<file path="src/rtl/mm_pkg.sv">
// Shared definitions for the MAC result unit: default sizes, FSM encoding
// and the flat PE index used for ld_mac/clear_mac and the accumulator bank.
package mm_pkg;

   localparam int MM_DIM    = 3;
   localparam int MM_DATA_W = 4;
   localparam int MM_ACC_W  = 10;

   typedef enum logic [1:0] {
      ST_IDLE  = 2'd0,
      ST_ACCUM = 2'd1,
      ST_DRAIN = 2'd2,
      ST_DONE  = 2'd3
   } state_e;

   // Row-major flat index of PE (i,j)
   function automatic int pe_idx(input int i, input int j);
      return i * MM_DIM + j;
   endfunction

endpackage

</file>
<file path="src/rtl/mac_pe.sv">
// Single MAC processing element: acc += w*x on ld, acc = 0 on clr (ld wins),
// hold otherwise or while frozen.
// Optional build macro MAC_SAT_EN: saturate at 2^ACC_W-1 instead of wrapping.
module mac_pe #(
   parameter int DATA_W = 4,
   parameter int ACC_W  = 10
) (
   input  logic              clk,
   input  logic              rst_n,
   input  logic [DATA_W-1:0] w,
   input  logic [DATA_W-1:0] x,
   input  logic              ld,
   input  logic              clr,
   input  logic              freeze,
   output logic [ACC_W-1:0]  acc
);

   localparam int PROD_W = 2 * DATA_W;
   localparam int SUM_W  = ((ACC_W > PROD_W) ? ACC_W : PROD_W) + 1;

   logic [ACC_W-1:0]  acc_q, acc_d;
   logic [PROD_W-1:0] prod;

   assign prod = PROD_W'(w) * PROD_W'(x);
   assign acc  = acc_q;

`ifdef MAC_SAT_EN
   logic [SUM_W-1:0] sum_wide;
   assign sum_wide = SUM_W'(acc_q) + SUM_W'(prod);
`endif

   // Next accumulator value: accumulate, clear or hold
   always_comb begin
      acc_d = acc_q;
      if (!freeze) begin
         if (ld) begin
`ifdef MAC_SAT_EN
            if (sum_wide > SUM_W'({ACC_W{1'b1}}))
               acc_d = {ACC_W{1'b1}};
            else
               acc_d = sum_wide[ACC_W-1:0];
`else
            acc_d = ACC_W'(SUM_W'(acc_q) + SUM_W'(prod));
`endif
         end else if (clr) begin
            acc_d = '0;
         end
      end
   end

   // Accumulator register
   always_ff @(posedge clk or negedge rst_n) begin
      if (!rst_n) acc_q <= '0;
      else        acc_q <= acc_d;
   end

endmodule

</file>
<file path="src/rtl/mac_result_unit.sv">
// 3x3 outer-product MAC array with a row-major valid/ready drain of the
// row_w x col_x result sub-matrix.
// Optional build macro MAC_SAT_EN (passed through to mac_pe): saturating accumulators.
module mac_result_unit
   import mm_pkg::*;
#(
   parameter int DIM    = MM_DIM,
   parameter int DATA_W = MM_DATA_W,
   parameter int ACC_W  = MM_ACC_W
) (
   input  logic                 clk,
   input  logic                 rst_n,
   input  logic [DATA_W-1:0]    data_w1,
   input  logic [DATA_W-1:0]    data_w2,
   input  logic [DATA_W-1:0]    data_w3,
   input  logic [DATA_W-1:0]    data_x1,
   input  logic [DATA_W-1:0]    data_x2,
   input  logic [DATA_W-1:0]    data_x3,
   input  logic [DIM*DIM-1:0]   ld_mac,
   input  logic [DIM*DIM-1:0]   clear_mac,
   input  logic                 unload_res,
   input  logic [1:0]           row_w,
   input  logic [1:0]           col_x,
   output logic [ACC_W-1:0]     res_data,
   output logic                 res_valid,
   input  logic                 res_ready,
   output logic                 res_last,
   output logic                 busy
);

   localparam int SEL_W = $clog2(DIM * DIM);

   state_e           state_q, state_d;
   logic             unload_prev_q;
   logic [1:0]       rows_q, rows_d, cols_q, cols_d;
   logic [1:0]       r_q, r_d, c_q, c_d;
   logic [ACC_W-1:0] res_data_q, res_data_d;
   logic             res_valid_q, res_valid_d;
   logic             res_last_q, res_last_d;

   logic [DATA_W-1:0] w_vec [DIM];
   logic [DATA_W-1:0] x_vec [DIM];
   logic [ACC_W-1:0]  acc   [DIM*DIM];

   logic unload_edge;
   logic acc_en;
   logic xfer;
   logic dims_zero;

   assign w_vec[0] = data_w1;
   assign w_vec[1] = data_w2;
   assign w_vec[2] = data_w3;
   assign x_vec[0] = data_x1;
   assign x_vec[1] = data_x2;
   assign x_vec[2] = data_x3;

   assign unload_edge = unload_res & ~unload_prev_q;
   assign xfer        = res_valid_q & res_ready;
   assign dims_zero   = (row_w == 2'd0) || (col_x == 2'd0);

   assign res_data  = res_data_q;
   assign res_valid = res_valid_q;
   assign res_last  = res_last_q;

   // PE array: PE(i,j) multiplies W row i by X column j
   for (genvar gi = 0; gi < DIM; gi++) begin : g_row
      for (genvar gj = 0; gj < DIM; gj++) begin : g_col
         mac_pe #(.DATA_W(DATA_W), .ACC_W(ACC_W)) u_pe (
            .clk    (clk),
            .rst_n  (rst_n),
            .w      (w_vec[gi]),
            .x      (x_vec[gj]),
            .ld     (ld_mac[gi*DIM+gj]),
            .clr    (clear_mac[gi*DIM+gj]),
            .freeze (~acc_en),
            .acc    (acc[gi*DIM+gj])
         );
      end
   end

   // State and sequencer registers
   always_ff @(posedge clk or negedge rst_n) begin
      if (!rst_n) begin
         state_q       <= ST_IDLE;
         unload_prev_q <= 1'b0;
         rows_q        <= '0;
         cols_q        <= '0;
         r_q           <= '0;
         c_q           <= '0;
         res_data_q    <= '0;
         res_valid_q   <= 1'b0;
         res_last_q    <= 1'b0;
      end else begin
         state_q       <= state_d;
         unload_prev_q <= unload_res;
         rows_q        <= rows_d;
         cols_q        <= cols_d;
         r_q           <= r_d;
         c_q           <= c_d;
         res_data_q    <= res_data_d;
         res_valid_q   <= res_valid_d;
         res_last_q    <= res_last_d;
      end
   end

   // Next-state logic
   always_comb begin
      state_d = state_q;
      case (state_q)
         ST_IDLE, ST_ACCUM: begin
            if (unload_edge)
               state_d = dims_zero ? ST_DONE : ST_DRAIN;
            else if (state_q == ST_IDLE && |ld_mac)
               state_d = ST_ACCUM;
         end
         ST_DRAIN: if (xfer && res_last_q) state_d = ST_DONE;
         ST_DONE:  if (!unload_res)        state_d = ST_IDLE;
         default:  state_d = ST_IDLE;
      endcase
   end

   // FSM outputs: PEs only update while collecting operands
   always_comb begin
      acc_en = ((state_q == ST_IDLE) || (state_q == ST_ACCUM)) && !unload_res;
      busy   = (state_q == ST_DRAIN);
   end

   // Drain sequencer: latch dimensions, present one element, advance on transfer
   always_comb begin
      logic [1:0]       nr, nc;
      logic [SEL_W-1:0] sel;
      rows_d      = rows_q;
      cols_d      = cols_q;
      r_d         = r_q;
      c_d         = c_q;
      res_data_d  = res_data_q;
      res_valid_d = res_valid_q;
      res_last_d  = res_last_q;
      nr          = r_q;
      nc          = c_q;
      sel         = '0;
      if (((state_q == ST_IDLE) || (state_q == ST_ACCUM)) && unload_edge) begin
         rows_d = row_w;
         cols_d = col_x;
         r_d    = '0;
         c_d    = '0;
         if (!dims_zero) begin
            res_valid_d = 1'b1;
            res_data_d  = acc[0];
            res_last_d  = (row_w == 2'd1) && (col_x == 2'd1);
         end
      end else if ((state_q == ST_DRAIN) && xfer) begin
         if (res_last_q) begin
            res_valid_d = 1'b0;
            res_data_d  = '0;
            res_last_d  = 1'b0;
         end else begin
            if (c_q == 2'(cols_q - 2'd1)) begin
               nr = 2'(r_q + 2'd1);
               nc = '0;
            end else begin
               nc = 2'(c_q + 2'd1);
            end
            sel         = SEL_W'(pe_idx(int'(nr), int'(nc)));
            r_d         = nr;
            c_d         = nc;
            res_data_d  = acc[sel];
            res_last_d  = (nr == 2'(rows_q - 2'd1)) && (nc == 2'(cols_q - 2'd1));
         end
      end
   end

endmodule

</file>
<file path="config.mk">
export PLATFORM = sky130hd
export DESIGN_NAME = mac_result_unit
export DESIGN_NICKNAME = d
export VERILOG_FILES = /design/src/rtl/mm_pkg.sv /design/src/rtl/mac_pe.sv /design/src/rtl/mac_result_unit.sv
export SDC_FILE = /design/constraint.sdc
export NUM_CORES = 1
export LEC_CHECK = 0
export ABC_AREA = 1
export CORE_MARGIN = 2
export CORE_UTILIZATION = 55
export DETAILED_ROUTE_END_ITERATION = 12
export PLACE_DENSITY = 0.74
export SYNTH_ARGS = -nofsm -noshare
export SYNTH_HDL_FRONTEND = slang
export SYNTH_SLANG_ARGS = --single-unit
</file>
<file path="constraint.sdc">
create_clock -name clk -period 9.5 [get_ports clk]
set_clock_uncertainty 0.2 [all_clocks]
set_input_delay 2.375 -clock clk [delete_from_list [all_inputs] [get_ports clk]]
set_output_delay 2.375 -clock clk [all_outputs]
set_load 0.01 [all_outputs]
</file>
# After elaboration in Yosys (flattened, before gate mapping)
# Cells that the tools add are included.
[word_totals] mem_bits_rw=0 elab_cells=152 register_bits=113 memories=0 input_bits=50 romBits=0 out_inout_bits=13 latchBits=0
[classes] shifts=0 bitwise=4 n_mux=53 magnitude_cmp=1 reduce_logical=39 mul=10 add_sub_neg=14 n_div=0 eq_ne=13
[op_table] cell="two-way mux 10 bit" n=24
[op_table] cell="adder 10 x 8 -> 10 bit" n=9
[op_table] cell="multiplier 4 x 4 -> 8 bit" n=9
[op_table] cell="binary-select mux 10 bit (select 4 bit)" n=1
[op_table] cell="two-way mux 2 bit" n=18
[op_table] cell="AND reduction 2 bit" n=11
[op_table] cell="nonzero test 2 bit" n=11
[op_table] cell="two-way mux 1 bit" n=9
[op_table] cell="OR reduction 9 bit" n=1
[op_table] cell="logical AND 1 bit" n=7
[op_table] cell="equality test 2 x 1 -> 1 bit (second input constant)" n=3
[op_table] cell="equality test 2 bit" n=3
[op_table] cell="logical NOT 2 bit" n=3
[op_table] cell="case mux 2 bit (3 select lines)" n=1
[op_table] cell="AND reduction 3 bit" n=2
[op_table] cell=">= comparator 5 bit (second input constant)" n=1
[op_table] cell="inverter 4 -> 5 bit" n=1
[op_table] cell="adder 2 x 1 -> 2 bit (second input constant)" n=2
[op_table] cell="adder 4 x 2 -> 4 bit" n=1
[op_table] cell="equality test 2 bit (second input constant)" n=2
[op_table] cell="multiplier 2 x 2 -> 4 bit (second input constant)" n=1
[op_table] cell="inequality test 2 x 1 -> 1 bit (second input constant)" n=2
[op_table] cell="inequality test 2 bit (second input constant)" n=2
[op_table] cell="subtractor 2 x 1 -> 2 bit (second input constant)" n=2
[op_table] cell="6 further kinds" n=8

# Longest topological paths before layout
[depth] depth_word=15 mapped_depth=18 ltp_nobuf=16

# By module
# A second synthesis with hierarchy kept.
[unflattened] cells_unflattened=1859 hier_area_um2=13326.5
[by_module_without_submodules] module="mac_pe at g_row[0].g_col[0].u_pe ..." instances=4 area_per_inst_um2=1236.2 seq_area_each_um2=250.2 cells_per_inst=168
[by_module_without_submodules] module="mac_result_unit" instances=1 area_per_inst_um2=2219.6 seq_area_each_um2=575.6 cells_per_inst=362
[by_module_without_submodules] module="mac_pe at g_row[1].g_col[2].u_pe" instances=1 area_per_inst_um2=1252.5 seq_area_each_um2=250.2 cells_per_inst=169
[by_module_without_submodules] module="mac_pe at g_row[1].g_col[1].u_pe" instances=1 area_per_inst_um2=1237.4 seq_area_each_um2=250.2 cells_per_inst=167
[by_module_without_submodules] module="mac_pe at g_row[2].g_col[0].u_pe" instances=1 area_per_inst_um2=1233.7 seq_area_each_um2=250.2 cells_per_inst=163
[by_module_without_submodules] module="mac_pe at g_row[2].g_col[1].u_pe" instances=1 area_per_inst_um2=1222.4 seq_area_each_um2=250.2 cells_per_inst=163
[by_module_without_submodules] module="mac_pe at g_row[2].g_col[2].u_pe" instances=1 area_per_inst_um2=1216.2 seq_area_each_um2=250.2 cells_per_inst=163

# Worst setup path before layout
# Ideal clock, no wire load.
[synth_timing] path_kind="input to register" start="input port data_w1[0]" end="register g_row[0].g_col[1].u_pe.acc_q[8]" path_buffers=1 setup_ns=0.118 cell_stages=14 setup_slack_ns=3.812 required_ns=9.182 t_arrival_ns=5.370 cell_sequence="clkbuf_1 > nand2_1 > fa_1 > fa_1 > fa_1 > inv_1 > ha_1 > a21oi_1 > nand2_1 > nand4_1 > o211ai_1 > or2_2 > nand3_1 > nand2_1"
[synth_between] elab_chain_cells=3
[synth_rtl] item="start, declared" line_no="mac_result_unit.sv:13" text="input logic [DATA_W-1:0] data_w1,"
[synth_rtl] item="multiplier 4 x 4 -> 8 bit" line_no="mac_pe.sv:24" text="assign prod = PROD_W'(w) * PROD_W'(x);"
[synth_rtl] item="adder 10 x 8 -> 10 bit" line_no="mac_pe.sv:43" text="acc_d = ACC_W'(SUM_W'(acc_q) + SUM_W'(prod));"
[synth_rtl] item="two-way mux 10 bit" line_no="mac_pe.sv:36" text="if (ld) begin"
[synth_rtl] item="end signal, assigned" line_no="mac_pe.sv:53" text="if (!rst_n) acc_q <= '0;"
[synth_rtl] item="end signal, assigned" line_no="mac_pe.sv:54" text="else acc_q <= acc_d;"
[synth_rtl] item="end, declared" line_no="mac_pe.sv:21" text="logic [ACC_W-1:0] acc_q, acc_d;"
# Every way passes these cells.
# A chain may end at the register's enable or synchronous reset.

# Worst setup path after layout
[layout_timing] start="input port data_w2[2]" end="register g_row[1].g_col[1].u_pe.acc_q[7]"
[layout_between] elab_chain_cells=3
[layout_rtl] item="start, declared" line_no="mac_result_unit.sv:14" text="input logic [DATA_W-1:0] data_w2,"
[layout_rtl] item="multiplier 4 x 4 -> 8 bit" line_no="mac_pe.sv:24"
[layout_rtl] item="adder 10 x 8 -> 10 bit" line_no="mac_pe.sv:43"
[layout_rtl] item="two-way mux 10 bit" line_no="mac_pe.sv:36"
[layout_rtl] item="end signal, assigned" line_no="mac_pe.sv:53"
[layout_rtl] item="end signal, assigned" line_no="mac_pe.sv:54"
[layout_rtl] item="end, declared" line_no="mac_pe.sv:21"
# Every way passes these cells.

==> run summary <==
Post-Syn Area per Cell = 7.32 µm²
Vias per cell = 5.62
Worst-Margin Slew = 1.05 ns
ANT cells = 0
Rows = 55
CTS Root Cell = clkbuf_16
Setup violators final = 0
Drt drc = 0
Sink Count = 113
Worst-path clk slew = 0.07 ns
Netlist cell types = 29
Routed vias = 11500
Final Wtd Congestion = 0.957
Area of the die = 24000 µm²
Worst Path Buf+Inv = 2
Crit path launch type = input pin
# hold bufs at CTS = 0
Cts repair resizes = 0
I/O pin cnt = 63
Crit end category = flop
Critical path required time = 9.63 ns
Hold EP = rows_q[1]
H-tree Lvls = 4
Overflow left after global routing = 0
Worst path cell trace = clkdlybuf4s50_1 > nand2_1 > fa_1 > fa_1 > fa_1 > inv_1 > ha_1 > nand3_1 > nand3_1 > nand2_1 > a21oi_1 > o21ai_0 > nand2_1 > o21ai_0
HP Class = flop to flop
CP Class = input pin to flop
Family with the most delay on the worst path = adder cells
Fmax = 0.163 GHz
Hold Path Origin = rows_q[1]
TritonCTS clock tree = yes
Netlist Area Pre-Place = 12600 µm²
Cell Pwr Density = 147 nW/µm²
Max FO, Critical Path = 12
Unrepaired setup endpoints after global routing = false
Power Total = 2.04 mW
Synth warn = 0
Vias in the first global route = 11300
Flop-to-flop setup slack = 5.02 ns
Clock Path Buffers = 2
#FFs+latches synth = 113
Max Cap Violations = 0
Slew HR = 30.3%
Total wire length = 35800 µm
Worst vdd ir = 0.102 mV
Port Buffer Count = 62
Final WS setup = 3.37 ns
Reg2reg path depth = 16
Cell at the slowest stage of the critical path = clkdlybuf4s50_1
Die Ht = 155 µm
Worst path max stage delay = 0.84 ns
Status = finished clean
Clock buffer count from CTS = 17
DRT iter0 DRCs = 910
Post-Synthesis Cells = 1715
Largest net degree at the start of global routing = 73
Die X = 155 µm
Hpwl dp = 27500 µm
Drt wl/cell = 17.4 µm
Commonest non-fill, non-tap cell in the layout = inv_1
Area Overhead vs Synth = 11.0%
Most frequent cells in the layout = inv_1, nand2_1, ha_1, a21oi_1, o21ai_0
Post-CTS Setup Bufs = 0
Slew Viols, Final = 0
GRT Util Overall = 30.9%
WP depth = 14
Arr. time, crit path = 6.25 ns
Core area = 22500 µm²
Nets = 2052
Final critical-path share of the clock period = 64.5%
Final hold vios = 0
First-pass GRT wire length = 58100 µm
Antenna-violating nets left = 0
Period minus WS final = 6.13 ns
Worst hold slack = 0.311 ns
Post-synthesis sequential area ratio = 22.5%
Clk Latency, worst-skew pair = 0.43 ns
Leakage power total = 7.96 nW
Setup Slack @ Placement = 2.99 ns
Reg2reg end = res_data[5]
FF-to-FF Start = cols_q[0]
Layout cells sized above 1 = 3.22%
Hold Crit Depth = 2
Net count after synthesis = 2012
Setup_tns = 0 ns
Detailed Routing Iterations Pass 1 = 5
Starting Density = 55.8%
Initial antenna violation count = 0
[worst max path at each step]
stage          slack (ns)                       endpoint       start
2_1_floorplan        3.81  g_row[0].g_col[1].u_pe.acc[8]  data_w1[0]
3_3_place_gp         3.03  g_row[1].g_col[0].u_pe.acc[8]  data_x1[1]
3_5_place_dp         2.99  g_row[1].g_col[0].u_pe.acc[8]  data_x1[1]
4_1_cts              3.44  g_row[1].g_col[1].u_pe.acc[7]  data_w2[2]
5_1_grt              3.21  g_row[0].g_col[0].u_pe.acc[9]  data_x1[3]
6_report             3.37  g_row[1].g_col[1].u_pe.acc[7]  data_w2[2]
[per-layer routing]
metal  global-route usage (%)  vias to the layer above  share of wire [%]
met5                        0                        -                  0
met2                     49.9                      452                 46
met3                     6.43                       98                7.7
met1                     40.6                     5488                 42
li1                         -                     5495                  -
met4                     12.8                        0                4.3
[Yosys cell counts, drive strengths merged]
cell       n  area share (%)
nor2      89             3.2
clkinv     1           0.030
a21oi    122             4.9
dfrtp    113              23
o22ai     41             2.0
clkbuf    30            0.90
or2        2            0.10
inv      413              12
nand2    376              11
a22o      10            0.70
nor3       4            0.16
ha       164              16
o2bb2ai    6            0.42
xor2       8            0.56
nand4     29             1.4
buf       13            0.62
o21bai     1           0.060
fa        83              13
o21ai    119             4.7
and2      15            0.75
o211ai    19             1.1
xnor2      5            0.35
nand3     52             2.1
[area by class of cell]
type                       count  area [µm²]
clock buffer                  17         425
clock inverter                15         148
fill                        2044        8580
multi-input combinational   1145        7980
tap                          285         357
sequential                   113        2830
inverter                     414        1550
timing repair buffer          64         633
[worst register-to-register path: cells and delay by family (launching register included)]
kind / cells / cell delay [ns]
and+or+nand+nor: 7 / 0.80
DFF: 1 / 0.42
buffers and inverters: 3 / 0.93
AOI/OAI and AO/OA: 4 / 0.86
adders and majority gates: 2 / 1.14
[logic make-up after synthesis]
family / share of synthesized area [%]
xor gates and xnor gates: 0.907
and+or+nand+nor: 19.1
AOI/OAI and AO/OA: 14.0
adders and majority gates: 29.6
DFF: 22.5
buffers and inverters: 13.9
[through the flow]
| step | std cells | area, µm² | util [%] |
|---|---|---|---|
| after CTS | 2053 | 13900 | 61.9 |
| final | 2053 | 13900 | 61.9 |
| after global placement | 2021 | 13400 | 59.3 |
| after floorplan | 1715 | 12600 | - |
| after global routing | 2053 | 13900 | 61.9 |
| after detailed placement | 2021 | 13400 | 59.3 |
[where the power goes]
part | internal [mW] | total (mW) | switching (mW) | leakage (nW)
combinational | 0.339 | 0.863 | 0.525 | 6.37
clock | 0.368 | 0.645 | 0.277 | 0.279
sequential | 0.514 | 0.537 | 0.0224 | 1.30
total | 1.22 | 2.04 | 0.824 | 7.96
[state kept, by name, indices dropped and copies added, names as in the netlist]
register,count
g_row.g_col.u_pe.acc,90
c_q,2
res_valid,1
r_q,2
cols_q,2
res_last,1
unload_prev_q,1
rows_q,2
res_data,10
state_q,2
Power figures use the tool's default switching activity.
